## src/rtl/scan_pkg.sv

```systemverilog
// Shared types and helpers for the scan_sequencer channel scanner.
// Channel count, index width, FSM state type and the lowest-set-bit search.
package scan_pkg;

    localparam int NUM_CH = 8;
    localparam int CH_W   = 3;

    typedef enum logic {
        IDLE = 1'b0,
        SCAN = 1'b1
    } state_t;

    // Index of the lowest enabled channel; 0 when the mask is empty.
    function automatic logic [CH_W-1:0] lowest_set(input logic [NUM_CH-1:0] mask);
        logic [CH_W-1:0] r;
        r = '0;
        for (int i = NUM_CH - 1; i >= 0; i--) begin
            if (mask[i]) begin
                r = CH_W'(i);
            end
        end
        return r;
    endfunction

    function automatic logic [NUM_CH-1:0] ch_onehot(input logic [CH_W-1:0] ch);
        return NUM_CH'(1) << ch;
    endfunction

endpackage

```

## src/rtl/scan_next_ch.sv

```systemverilog
// Combinational next-channel search over the latched enable mask.
// Returns the next higher enabled index, or the lowest one with wrap set.
module scan_next_ch
    import scan_pkg::*;
(
    input  logic [NUM_CH-1:0] mask,
    input  logic [CH_W-1:0]   cur,
    output logic [CH_W-1:0]   nxt,
    output logic              wrap
);

    // Descending loop so the closest higher channel is the last one written.
    always_comb begin
        nxt  = lowest_set(mask);
        wrap = 1'b1;
        for (int i = NUM_CH - 1; i >= 0; i--) begin
            if (mask[i] && (i > int'(cur))) begin
                nxt  = CH_W'(i);
                wrap = 1'b0;
            end
        end
    end

endmodule

```

## src/rtl/scan_sequencer.sv

```systemverilog
// Sequential channel scanner producing the 3-bit select for a 3-to-8 decoder.
// Define SCAN_SEQUENCER_ONEHOT_EN to add a registered onehot[7:0] output.
module scan_sequencer
    import scan_pkg::*;
#(
    parameter int DWELL_W = 8
) (
    input  logic               clk,
    input  logic               rst_n,
    input  logic               start,
    input  logic               stop,
    input  logic               mode_cont,
    input  logic [DWELL_W-1:0] dwell,
    input  logic [NUM_CH-1:0]  ch_mask,
    output logic [CH_W-1:0]    sel,
    output logic               sel_valid,
    output logic               busy,
    output logic               done,
    output logic               scan_wrap
`ifdef SCAN_SEQUENCER_ONEHOT_EN
    ,
    output logic [NUM_CH-1:0]  onehot
`endif
);

    state_t             state;
    logic [DWELL_W-1:0] cnt;
    logic [DWELL_W-1:0] dwell_q;
    logic [NUM_CH-1:0]  mask_q;
    logic               mode_q;
    logic [CH_W-1:0]    next_sel;
    logic               next_wrap;
    logic [CH_W-1:0]    first_sel;

    assign first_sel = lowest_set(ch_mask);

    scan_next_ch u_next_ch (
        .mask (mask_q),
        .cur  (sel),
        .nxt  (next_sel),
        .wrap (next_wrap)
    );

    // Stop outranks both a pending start in IDLE and a same-cycle advance in SCAN.
    always_ff @(posedge clk or negedge rst_n) begin
        if (!rst_n) begin
            state     <= IDLE;
            sel       <= '0;
            sel_valid <= 1'b0;
            busy      <= 1'b0;
            done      <= 1'b0;
            scan_wrap <= 1'b0;
            cnt       <= '0;
            dwell_q   <= '0;
            mask_q    <= '0;
            mode_q    <= 1'b0;
`ifdef SCAN_SEQUENCER_ONEHOT_EN
            onehot    <= '0;
`endif
        end else begin
            done      <= 1'b0;
            scan_wrap <= 1'b0;
            case (state)
                IDLE: begin
                    if (start && !stop) begin
                        if (ch_mask != '0) begin
                            state     <= SCAN;
                            mask_q    <= ch_mask;
                            dwell_q   <= dwell;
                            mode_q    <= mode_cont;
                            sel       <= first_sel;
                            sel_valid <= 1'b1;
                            busy      <= 1'b1;
                            cnt       <= dwell;
`ifdef SCAN_SEQUENCER_ONEHOT_EN
                            onehot    <= ch_onehot(first_sel);
`endif
                        end else begin
                            done <= 1'b1;
                        end
                    end
                end
                SCAN: begin
                    if (stop) begin
                        state     <= IDLE;
                        sel_valid <= 1'b0;
                        busy      <= 1'b0;
`ifdef SCAN_SEQUENCER_ONEHOT_EN
                        onehot    <= '0;
`endif
                    end else if (cnt != '0) begin
                        cnt <= cnt - DWELL_W'(1);
                    end else if (!next_wrap || mode_q) begin
                        // Zero-bubble advance; a continuous lap restart flags the wrap.
                        sel       <= next_sel;
                        cnt       <= dwell_q;
                        scan_wrap <= next_wrap;
`ifdef SCAN_SEQUENCER_ONEHOT_EN
                        onehot    <= ch_onehot(next_sel);
`endif
                    end else begin
                        state     <= IDLE;
                        sel_valid <= 1'b0;
                        busy      <= 1'b0;
                        done      <= 1'b1;
                        scan_wrap <= 1'b1;
`ifdef SCAN_SEQUENCER_ONEHOT_EN
                        onehot    <= '0;
`endif
                    end
                end
                default: state <= IDLE;
            endcase
        end
    end

endmodule

```

## config.mk

```make
export PLATFORM = sky130hd
export DESIGN_NAME = scan_sequencer
export DESIGN_NICKNAME = d
export VERILOG_FILES = /design/src/rtl/scan_pkg.sv /design/src/rtl/scan_next_ch.sv /design/src/rtl/scan_sequencer.sv
export SDC_FILE = /design/constraint.sdc
export NUM_CORES = 1
export LEC_CHECK = 0
export ABC_AREA = 1
export CAP_MARGIN = 20
export CORE_MARGIN = 2
export CORE_UTILIZATION = 37
export DETAILED_ROUTE_END_ITERATION = 7
export DONT_BUFFER_PORTS = 1
export HOLD_SLACK_MARGIN = 0.12
export SKIP_LAST_GASP = 1
export SYNTH_ARGS = -nofsm -noshare
export SYNTH_HDL_FRONTEND = slang
export SYNTH_SLANG_ARGS = --single-unit
```

## constraint.sdc

```tcl
create_clock -name clk -period 4.5 [get_ports clk]
set_input_delay 0.9 -clock clk [delete_from_list [all_inputs] [get_ports clk]]
set_output_delay 0.9 -clock clk [all_outputs]
set_load 0.01 [all_outputs]
```

== After elaboration in Yosys (flattened, before gate mapping) ==
Cells that the tools add are included.

* Add/subtract/negate cells: 1
* Magnitude comparators: 7
* Equal/unequal tests: 8
* Mux-type cells: 64
* Bitwise gates (word level): 1
* Reduce and logical (&&, ||, !) cells: 17

{| class="wikitable"
|+ Operators by type and width
! kind !! number
|-
| 2-to-1 mux 3 bit || 28
|-
| 2-to-1 mux 8 bit || 5
|-
| 2-to-1 mux 1 bit || 26
|-
| case mux 8 bit (2 select lines) || 1
|-
| nonzero test 8 bit || 2
|-
| greater-than comparator 3 bit (first input constant) || 4
|-
| logical AND 1 bit || 8
|-
| inequality test 2 bit (second input constant) || 4
|-
| AND reduction 4 bit || 2
|-
| subtractor 8 x 1 -> 8 bit (second input constant) || 1
|-
| greater-than comparator 2 x 3 -> 1 bit (first input constant) || 2
|-
| inequality test 3 bit (second input constant) || 2
|-
| case mux 1 bit (2 select lines) || 3
|-
| case mux 3 bit (2 select lines) || 1
|-
| AND reduction 5 bit || 1
|-
| greater-than comparator 1 x 3 -> 1 bit (first input constant) || 1
|-
| inequality test 3 x 1 -> 1 bit (second input constant) || 1
|-
| AND reduction 3 bit || 1
|-
| logical NOT 1 bit || 2
|-
| inequality test 2 x 1 -> 1 bit (second input constant) || 1
|-
| logical OR 1 bit || 1
|-
| NOT 1 bit || 1
|}

* Register bits: 32
* Bits of input ports: 21
* Output and inout port bits: 7

== Longest topological paths before layout ==
* Word-level depth: 19
* Gate-level depth with buffers: 17

== Modules after synthesis ==
A second synthesis with hierarchy kept.

* Cells, all modules: 295
* Area, all modules: 2,042.0 um^2

{| class="wikitable"
|+ Modules (own cells, without submodules)
! module !! instances !! cells each !! area each (um^2)
|-
| scan_sequencer || 1 || 244 || 1,826.8
|-
| scan_next_ch || 1 || 51 || 215.2
|}

== Worst setup path before layout ==
Ideal clock, no wire load.

* Path kind: input to register
* From: input port ch_mask[6]
* To: register busy
* Setup time: 0.120 ns
* Data arrival time: 1.885 ns
* Required time: 4.380 ns
* Slack: 2.495 ns
* Stages: 10
* Path through: nor2_1 nand2_1 nor2_1 nand4_2 inv_2 o22ai_1 a21boi_4 buf_12 nor2_4 nor2_2

* Word-level cells in the longest chain between the ends: 3

{| class="wikitable"
|+ Ends and longest elaborated chain
! element !! line !! source
|-
| start: declaration || scan_sequencer.sv:14 || <nowiki>input logic [NUM_CH-1:0] ch_mask,</nowiki>
|-
| nonzero test 8 bit || scan_sequencer.sv:66 || <nowiki>if (ch_mask != '0) begin</nowiki>
|-
| inequality test 2 bit (no line) || - ||
|-
| AND reduction 4 bit (no line) || - ||
|-
| end signal: assignment || scan_sequencer.sv:73 || <nowiki>busy <= 1'b1;</nowiki>
|-
| end signal: assignment || scan_sequencer.sv:87 || <nowiki>busy <= 1'b0;</nowiki>
|-
| end signal: assignment || scan_sequencer.sv:104 || <nowiki>busy <= 1'b0;</nowiki>
|-
| end: declaration || scan_sequencer.sv:17 || <nowiki>output logic busy,</nowiki>
|}

No other way between the ends.
A chain may end at the register's enable or synchronous reset.

== Worst setup path in the final report ==
* From: input port ch_mask[6]
* To: register mode_q

* Word-level cells in the longest chain between the ends: 2

{| class="wikitable"
|+ Ends and longest elaborated chain
! element !! line !! source
|-
| nonzero test 8 bit || scan_sequencer.sv:66 ||
|-
| AND reduction 3 bit (no line) || - ||
|-
| end signal: assignment || scan_sequencer.sv:70 || <nowiki>mode_q <= mode_cont;</nowiki>
|-
| end: declaration || scan_sequencer.sv:30 || <nowiki>logic mode_q;</nowiki>
|}

No other way between the ends.

==> impl_metrics.ini <==
[synth]
synth_top_area_share = 0.420
syn-cell-area_um2 = 1910
synth_edf_count = 0
yosysSeqAreaShare = 0.420
ys_types = 35
synth_common_cells = 65 x nand2_1, 33 x inv_1, 32 x dfrtp_1
syn_inst = 244
synth-seq-cells = 32
synth_top_cell_by_area = dfrtp_1
syn_nets = 267
ys_top_cells_by_area = dfrtp_1 42%, nand2_1 13%, inv_1 6.5%
avgSynthCellArea_um2 = 7.81
synth_ff_type = dfrtp_1
yosysWarnings = 0
async_flop_share = 1.00
synth.most_common_cell = nand2_1

[clocking]
cts_root_buf = clkbuf_8
clk_pin_slew_worst_paths_ns = 0.07
clk_latency_ns = 0.29
numCtsBuffers = 5
ctsResizeCount = 0
cts_max_level = 2
cts_hold_buf = 0
cts_setup_buffers = 0
clk_path_buf_depth = 2
cts_tree = built
cts_sinks = 32

[die]
core_area_um2 = 5040
die_h_um = 75.8
start_util = 0.378
die_x_um = 75.8
die_area_um2 = 5740
std_cell_rows = 26
io-pin-count = 28

[sta]
report.final.setup_viol = 0
hold_viol = 0
finalCritPeriodShare = 0.514
fmax_mhz = 432
drv_slew = 0
worstMarginPinSlew_ns = 0.913
rsz0062_at_grt = no
skew_ns = 0.00301
min_period_ns = 2.31
tns_ns = 0
max_slew_margin = 0.390

[pwr]
powerDensity_nw_per_um2 = 438
p_clk_frac = 0.259
switching_share = 0.367
p_leak_uw = 0.000977
p_seq_frac = 0.463
vdd_drop_max_uv = 217
p_comb_frac = 0.278
internal_power_uw = 565
power_switching_uw = 327
total_power_uw = 892

[placement]
post-dp-hpwl_um = 3080
place.gp.congestion = 0.812
portBuffers = 0

[worst_setup_path]
r2r_slack_ns = 2.37
rr_endpoint = mode_q
critPathKind = in2reg
endpoint = mode_q
startpoint_type = input pin
worst_ep_required_time_ns = 4.67
worstPathArrival_ns = 2.49
cp-startpoint = ch_mask[6]
reg2reg_from = state
worst_setup_path_end_kind = flop
rr_worst_depth = 3
critical_path.max_fanout = 33

[drt]
wire_per_inst_um = 13.1
route.detailed.drc = 0
dr.pass1.iters = 4
routed_wl_um = 4130
num_vias = 1496
via_per_inst = 4.75
drt-initial-drc-count = 95
ant_nets = 0

[job]
maxCapViolations = 0

[global_routing]
use_met3 = 0.0582
globalRouteOverflowTotal = 0
antenna_found_initial = 0
grt_pass1_wl_um = 6840
grt_pass1_vias = 1471
grt_util_met2 = 0.271
grt.busiest_layer = met2
grt_max_degree = 34
use_met1 = 0.201
track_usage = 0.164

[outcome]
status = complete, no violations

[layout]
drive_above_1_share = 0.147
regArea_um2 = 801
nFillCells = 525
nets = 267
multi_input_comb_area_um2 = 911
antenna_cells = 0
area_delta_synth_final_pct = 6.82

[hold_path]
worstHoldPathType = in2async
==> logic make-up after synthesis <==
logic type	Yosys count	synth area share
XOR/XNOR	5	0.0230
flip-flops	32	0.420
buffers and inverters	45	0.102
AND/OR/NAND/NOR	107	0.259
adder cells (fa/ha/maj)	2	0.0131
multiplexers	1	0.00591
AO/OA/AOI/OAI	52	0.177
==> worst min path at each step <==
stage / cells past startpoint / to / slack (ns)
final: 0 / done / 0.30
after detailed placement: 2 / dwell_q[4] / 0.47
after global placement: 2 / dwell_q[7] / 0.47
after CTS: 0 / mask_q[0] / 0.29
after global routing: 0 / cnt[1] / 0.28
after floorplan: 2 / mask_q[0] / 0.45
==> cell type report <==
cell class | count | area share
multi-input combinational | 167 | 0.447
clock buffer | 6 | 0.0405
clock inverter | 2 | 0.00491
tap | 70 | 0.0430
inverter | 38 | 0.0713
sequential | 32 | 0.393
==> power by group through the flow <==
stage | clock network (uW) | registers (uW) | logic (uW)
global placement | 0 | 418 | 246
CTS | 239 | 415 | 250
finish | 231 | 413 | 248
floorplan | 0 | 399 | 222
global route | 253 | 424 | 286
detailed placement | 0 | 420 | 249
==> placed cells by master, fill, tap and decap left out, types with 3 or more instances in the layout <==
cell and count:
xor2_1 4, o21ai_0 20, nor3_1 3, o21ai_2 6
a21oi_2 3, nor2_1 15, clkbuf_8 6, nand2_2 4
nor2_4 3, inv_1 33, dfrtp_1 32, a21oi_1 10
o221ai_1 4, nand2_1 65, nand3_1 9, inv_2 4
==> worst max-delay path, stage by stage <==
cell     delay (ns)
nor2_1         0.12
nand2_1        0.07
nor2_1         0.14
nand4_2        0.14
nand2_1        0.70
mux2_2         0.41
==> stage by stage <==
step	hold slack, ns	setup slack [ns]	std cells	utilization	instance area, um2
CTS	0.289	2.18	315	0.404	2040
floorplan	0.453	2.50	244	-	1910
finish	0.300	2.19	315	0.404	2040
global placement	0.466	1.90	307	0.386	1940
detailed placement	0.474	1.87	307	0.386	1940
global route	0.277	2.02	315	0.404	2040
==> layer usage <==
metal | part of all wire | wire length (um) | vias up
li1 | - | - | 786
met3 | 0.049 | 204 | 4
met4 | 0.0094 | 39 | 0
met2 | 0.49 | 2020 | 27
met5 | 0 | 0 | -
met1 | 0.45 | 1870 | 679
==> registers in the layout (all words and copies together), names as in the netlist <==
name	cells
cnt	8
dwell_q	8
mask_q	8
sel	3
busy	1
done	1
mode_q	1
scan_wrap	1
state	1
(Power assumes the default switching activity.)
